## src/rtl/conv3x3_window_mac.sv

```systemverilog
// conv3x3_window_mac: sliding 3x3 window over line-buffer taps convolved with a
// runtime-loadable signed kernel through a 4-stage pipeline, clamped output.
module conv3x3_window_mac #(
    parameter int IMG_W  = 480,
    parameter int PIX_W  = 10,
    parameter int COEF_W = 8,
    parameter int SHIFT  = 4
) (
    input  logic              clk,
    input  logic              rst_n,
    input  logic [PIX_W-1:0]  row0,
    input  logic [PIX_W-1:0]  row1,
    input  logic [PIX_W-1:0]  row2,
    input  logic              mat_flag,
    input  logic              sync_clr,
    input  logic              k_wr_en,
    input  logic [3:0]        k_addr,
    input  logic [COEF_W-1:0] k_data,
    output logic [PIX_W-1:0]  dout,
    output logic              dout_valid,
    output logic              line_last
);
    localparam int PW = PIX_W + COEF_W + 1;
    localparam int SW = PW + 2;
    localparam int FW = PW + 4;
    localparam int CW = $clog2(IMG_W);

    logic [CW-1:0]            col_cnt;
    logic [PIX_W-1:0]         win  [3][3];
    logic [PIX_W-1:0]         tap  [3];
    logic signed [COEF_W-1:0] kern [9];
    logic signed [PW-1:0]     prod [9];
    logic signed [SW-1:0]     psum [3];
    logic [2:0]               vld, lst;
    logic                     qual, at_end;
    logic signed [FW-1:0]     sum, shf;
    logic [PIX_W-1:0]         clamped;

    always_comb begin
        tap[0]  = row0;
        tap[1]  = row1;
        tap[2]  = row2;
        qual    = mat_flag && col_cnt >= CW'(2);
        at_end  = col_cnt == CW'(IMG_W - 1);
        sum     = psum[0] + psum[1] + psum[2];
        shf     = sum >>> SHIFT;
        // Sign bit set -> 0; any bit above the pixel range -> saturate.
        clamped = shf[FW-1] ? '0 : (|shf[FW-2:PIX_W]) ? '1 : shf[PIX_W-1:0];
    end

    always_ff @(posedge clk or negedge rst_n) begin
        if (!rst_n) begin
            col_cnt    <= '0;
            vld        <= '0;
            lst        <= '0;
            dout       <= '0;
            dout_valid <= 1'b0;
            line_last  <= 1'b0;
            for (int r = 0; r < 3; r++) begin
                psum[r] <= '0;
                for (int c = 0; c < 3; c++) win[r][c] <= '0;
            end
            for (int i = 0; i < 9; i++) begin
                prod[i] <= '0;
                kern[i] <= (i == 4) ? COEF_W'(1 << SHIFT) : '0;
            end
        end else begin
            for (int i = 0; i < 9; i++)
                if (k_wr_en && k_addr == 4'(i)) kern[i] <= k_data;
            if (sync_clr) begin
                col_cnt    <= '0;
                vld        <= '0;
                lst        <= '0;
                dout_valid <= 1'b0;
                line_last  <= 1'b0;
            end else begin
                if (mat_flag) begin
                    col_cnt <= at_end ? '0 : col_cnt + 1'b1;
                    for (int r = 0; r < 3; r++) begin
                        win[r][0] <= win[r][1];
                        win[r][1] <= win[r][2];
                        win[r][2] <= tap[r];
                    end
                end
                vld        <= {vld[1:0], qual};
                lst        <= {lst[1:0], qual && at_end};
                dout_valid <= vld[2];
                line_last  <= lst[2];
            end
            for (int r = 0; r < 3; r++) begin
                psum[r] <= prod[3*r] + prod[3*r+1] + prod[3*r+2];
                for (int c = 0; c < 3; c++)
                    prod[3*r+c] <= $signed({1'b0, win[r][c]}) * kern[3*r+c];
            end
            dout <= clamped;
        end
    end
endmodule
```

## config.mk

```make
export PLATFORM = sky130hd
export DESIGN_NAME = conv3x3_window_mac
export DESIGN_NICKNAME = d
export VERILOG_FILES = /design/src/rtl/conv3x3_window_mac.sv
export SDC_FILE = /design/constraint.sdc
export NUM_CORES = 2
export LEC_CHECK = 0
export CAP_MARGIN = 20
export CORE_MARGIN = 2
export CORE_UTILIZATION = 30
export DETAILED_ROUTE_END_ITERATION = 10
export PLACE_DENSITY = 0.57
export SLEW_MARGIN = 10
export SYNTH_ARGS = -nofsm -noshare
export SYNTH_HDL_FRONTEND = slang
export SYNTH_SLANG_ARGS = --single-unit
export TNS_END_PERCENT = 5
```

## constraint.sdc

```tcl
create_clock -name clk -period 4.9 [get_ports clk]
set_clock_uncertainty 0.2 [all_clocks]
set_input_delay 0.98 -clock clk [delete_from_list [all_inputs] [get_ports clk]]
set_output_delay 0.98 -clock clk [all_outputs]
set_load 0.01 [all_outputs]
```

### Yosys cells after proc, flatten, opt, wreduce, memory -nomap -nowiden

Cells that the tools add are included.

* register bits: 423
* input bits: 47
* output and inout port bits: 12
* logic and storage cells: 89

* add/sub/neg operators: 9
* multipliers: 9
* order comparisons: 1
* equality and inequality tests: 9
* muxes and demuxes: 9
* bitwise gates (word level): 1
* reduce and logical (&&, ||, !) cells: 15

Operators by type and width (count)
* multiplier 11 x 8 -> 19 bit: 9
* adder 20 x 19 -> 21 bit: 3
* adder 19 x 19 -> 20 bit: 3
* 2-to-1 mux 9 bit: 3
* adder 22 x 21 -> 23 bit: 1
* adder 21 x 21 -> 22 bit: 1
* 2-to-1 mux 10 bit: 2
* == test 4 x 3 -> 1 bit (second input constant): 4
* logical AND 1 bit: 11
* adder 9 x 1 -> 9 bit (second input constant): 1
* == test 9 bit (second input constant): 1
* greater-or-equal comparator 9 x 2 -> 1 bit (second input constant): 1
* OR reduction 9 bit: 1
* == test 4 x 2 -> 1 bit (second input constant): 2
* 2-to-1 mux 3 bit: 2
* == test 4 x 1 -> 1 bit (second input constant): 1
* == test 4 bit (second input constant): 1
* logical NOT 4 bit: 1
* 2-to-1 mux 1 bit: 2
* AND reduction 2 bit: 1
* nonzero test 2 bit: 1
* inverter 1 bit: 1

### Longest topological paths before layout

* depth in word-level cells: 5
* gate-level depth with buffers: 20
* gate-level depth less buffers: 19

### Worst setup path before layout

No wires, ideal clock.

* path kind: register -> register
* start point: register kern[26] (netlist bit)
* end point: register prod[75] (netlist bit)
* setup time: 120 ps
* arrival time: 4529 ps
* required time: 4580 ps
* setup slack: 51 ps
* cell stages (with the launch flop): 18
* buffers on the path: 1
* period minus slack after synthesis: 4849 ps
* cell sequence: dfrtp_1 > clkbuf_1 > nand2_1 > fa_1 > fa_1 > fa_1 > fa_1 > inv_1 > ha_1 > nor2b_1 > o21ai_0 > a21boi_0 > o21ai_0 > a21boi_1 > o2111ai_1 > a31oi_1 > or4_1 > and3_1

* word-level cells in the longest chain between the ends: 1

RTL lines
* start: declaration: line 31 `logic signed [COEF_W-1:0] kern [9];`
* start signal: indexed assignment: line 65 `kern[i] <= (i == 4) ? COEF_W'(1 << SHIFT) : '0;`
* start signal: indexed assignment: line 69 `if (k_wr_en && k_addr == 4'(i)) kern[i] <= k_data;`
* multiplier 11 x 8 -> 19 bit: line 93 `prod[3*r+c] <= $signed({1'b0, win[r][c]}) * kern[3*r+c];`
* end signal: indexed assignment: line 93
* end: declaration: line 32 `logic signed [PW-1:0] prod [9];`

Every way passes these cells.
A chain may end at the register's enable or synchronous reset.

### Worst setup path after layout

* start point: register win[6] (netlist bit)
* end point: register prod[17] (netlist bit)

* word-level cells in the longest chain between the ends: 1

RTL lines
* start: declaration: line 29 `logic [PIX_W-1:0] win [3][3];`
* start signal: indexed assignment: line 80 `win[r][0] <= win[r][1];`
* start signal: indexed assignment: line 81 `win[r][1] <= win[r][2];`
* start signal: indexed assignment: line 82 `win[r][2] <= tap[r];`
* multiplier 11 x 8 -> 19 bit: line 93

Every way passes these cells.

==> results.md <==
- Endpoint kind of the worst setup timing path: register
- Cells after Synth: roughly 4200
- Start-to-end type of the worst setup path: reg -> reg
- Post-synth EDFFs: 0
- Series of cell instances along the critical path: buf_12 > buf_8 > and2_4 > fa_1 > inv_2 > fa_1 > inv_2 > fa_2 > fa_1 > ha_4 > and3_4 > a21oi_2 > o21ai_2 > o41ai_2 > or4b_1 > o211ai_1
- Standard cell core area: around 0.14 mm²
- Relative slew slack: about 28%
- Number of vias after detailed routing: a little under 30000
- Least setup slack across all paths after layout: 40.1 ps
- Final setup viols: 0
- Vias in the first global route: 30600
- Top cell type's share of synthesized area: between 20% and 30%
- Number of max-cap violations: 0
- Clock transition at the registers of the reported paths: 60 ps
- Measured slew at the worst slew-check pin: roughly 1100 ps
- Register area share after synthesis: 24.8%
- Worst Path Required: ~5200 ps
- Post-detailed-routing wire length: 104 mm
- Area of all placed cells without fillers: between 0.04 and 0.05 mm²
- Hold Buf Count CTS: 0
- Post-route clock period utilization: about 100%
- Site row count: ~140
- Root buffer cell: clkbuf_16
- # H-tree levels: 2
- Average cell area after synthesis: between 10 and 15 µm²
- Flip-flop cell with the highest count after synthesis: dfrtp_1
- Maximum fanout encountered on the critical timing path: 5
- Multi-input gate area in the final layout: ~0.029 mm²
- Maximum number of pins on one net before global-route repair: 110
- Most common cell on crit path: fa_1
- Placer congestion estimate: 0.857
- Die outline width: roughly 380 µm
- Clock tree from TritonCTS: built
- Unrepaired setup endpoints after global routing: true
- Residual antenna-violating net count after detailed routing: 0
- Cell with the largest stage delay on the worst path: fa_2
- Area Overhead vs Synth: 17.2%
- Worst setup SP type: register
- First-pass GRT wire length: ~170 mm
- Post-Syn Nets: roughly 5300
- Area enclosed by the die boundary: 0.145 mm²
- Delay of the slowest cell on the worst path: 570 ps
- Drt wl/cell: between 15 and 20 µm
- Layout cells sized above 1: ~16%
- Cell types with the highest counts after synthesis: inv_1, fa_1, ha_1, and2_1, dfrtp_1
- Synth warn: 0
- FF+latch area: 0.0107 mm²
- Grt total ovfl: 0
- Shortest period the worst path allows: 4860 ps
- Pre-CTS WS: -130 ps
- Starting utilization of the core area: a little under a third
- Number of hold-slack violations in the final timing report: 0
- Overall fraction of global-route tracks in use: 14.6%
- Number of CTS-inserted buffers: 52
- Number of different library cells in the post-synthesis netlist: 71
- I/O pin total: a little under 60
- First-pass iteration count of the detailed router: 5
- Summed instance area of the synthesized netlist: ~0.043 mm²
- Number of pins with negative max-slew slack in the final report: 0
- Most frequently used cell type in the post-synthesis netlist: inv_1
- Clock sinks: approximately 420
- Worst min path class: in -> async
- Run status: complete, no violations
- I/O Buffers: 58
- Post-DP Area: between 0.04 and 0.05 mm²
- Final nets: around 5600
- Floorplan die height: about 380 µm
- Number of antenna violations at the first check in global routing: 16
- Largest cells by area after synthesis: dfrtp_1, fa_1, ha_1, inv_1, and2_1
- Async S/R FF share, synth: 100%
- Leading area contributor after synthesis: dfrtp_1
- Via density per instance: roughly 4.5
- WP data arrival: 5170 ps
- DP Wirelength: between 80 and 90 mm
- Top achievable clock speed: 206 MHz
- Register bit count reported by yosys: between 400 and 500
- Clock latency on the worst-skew pair: 650 ps
- Fillers: around 14000
- Maximum count of clock buffers along a single path: 3
- DRC violations left: 0
- Iteration-0 DRC count of the detailed router: about 1500
==> metrics by stage <==
stage                     utilization (%)  std cells  setup TNS, ps  hold slack [ps]
after floorplan                         -       4245              0              239
after global placement               33.6       6374           -554              263
after detailed placement             33.6       6374          -1010              257
after CTS                            35.0       6472          -76.0              105
after global routing                 35.4       6487           -503              138
final                                35.4       6491              0              118
==> metal layers <==
| metal | global-route usage, % | vias up | wire length, µm |
|---|---|---|---|
| met5 | 0 | - | 46 |
| met4 | 3.51 | 8 | 2230 |
| met3 | 2.27 | 114 | 5460 |
| met2 | 23.3 | 402 | 47600 |
| met1 | 20.7 | 14600 | 49000 |
| li1 | - | 14000 | - |
==> worst paths after layout <==
check                              startpoint                   to  cells after the start  slack [ps]
max in group asynchronous               rst_n  win[34]$_DFFE_PN0P_                      2        3300
min reg2reg                  lst[0]$_DFF_PN0_     lst[1]$_DFF_PN0_                      1         270
min                                     rst_n   prod[51]$_DFF_PN0_                      1         120
max                        win[6]$_DFFE_PN0P_   prod[17]$_DFF_PN0_                     16          40
max reg2reg                win[6]$_DFFE_PN0P_   prod[17]$_DFF_PN0_                     16          40
min in group clk             lst[0]$_DFF_PN0_     lst[1]$_DFF_PN0_                      1         270
==> sequential cells by signal, summed over array words and instances, names as in the netlist, 3 cells and up <==
register,flops
prod,171
win,90
lst,3
kern,72
psum,63
col_cnt,9
dout,10
vld,3
==> cells by family (layout without fill, tap and decap cells) <==
group           after synthesis  in the layout  share of synthesized area (%)
simple gates               1190           1190                           14.8
buf+inv                     937           1289                           8.25
fa+ha+maj                  1024           1024                           39.2
xor+xnor                    143            143                           2.94
compound gates              368            368                           5.73
mux                         160            160                           4.23
other cells                   0              4                              0
flops                       423            423                           24.8
==> critical path, delay by kind of cell, from the launching register on <==
kind                       cells  cell delay (ps)
AOI/OAI and AO/OA              4              580
adders and majority gates      5             2350
buffers and inverters          4              360
DFF                            1              450
and+or+nand+nor                3              790
==> cell type report <==
cell class	count	share of cell area [%]
multi-input cells	2885	57.9
flip-flops and latches	423	21.3
diodes	4	0.0200
clock buffers	66	2.93
well taps	1890	4.73
clock inverters	27	0.836
repair buffers	374	6.08
inverters	822	6.17
==> cells in the final DEF, fill, tap and decap left out, types with 61 or more instances in the layout <==
cell type	n
a21oi_1	89
dfrtp_2	64
nor2_1	175
xnor2_1	91
nand2_1	261
dfrtp_1	358
inv_1	807
fa_1	513
mux2_2	160
ha_1	498
o21ai_0	61
buf_4	307
and2_1	450
==> what timing repair did <==
| action | 4_1_cts | 5_1_grt |
|---|---|---|
| endpoints found under the setup margin | 21 | 45 |
| pin swaps | 7 | 56 |
| gates cloned | 0 | 0 |
| resized for setup | 52 | 152 |
| hold endpoints to repair | 0 | 0 |
| setup buffers | 5 | 15 |
Power is not shown: default switching activity piles up to over one toggle a cycle in this logic, so the estimate is an artifact.
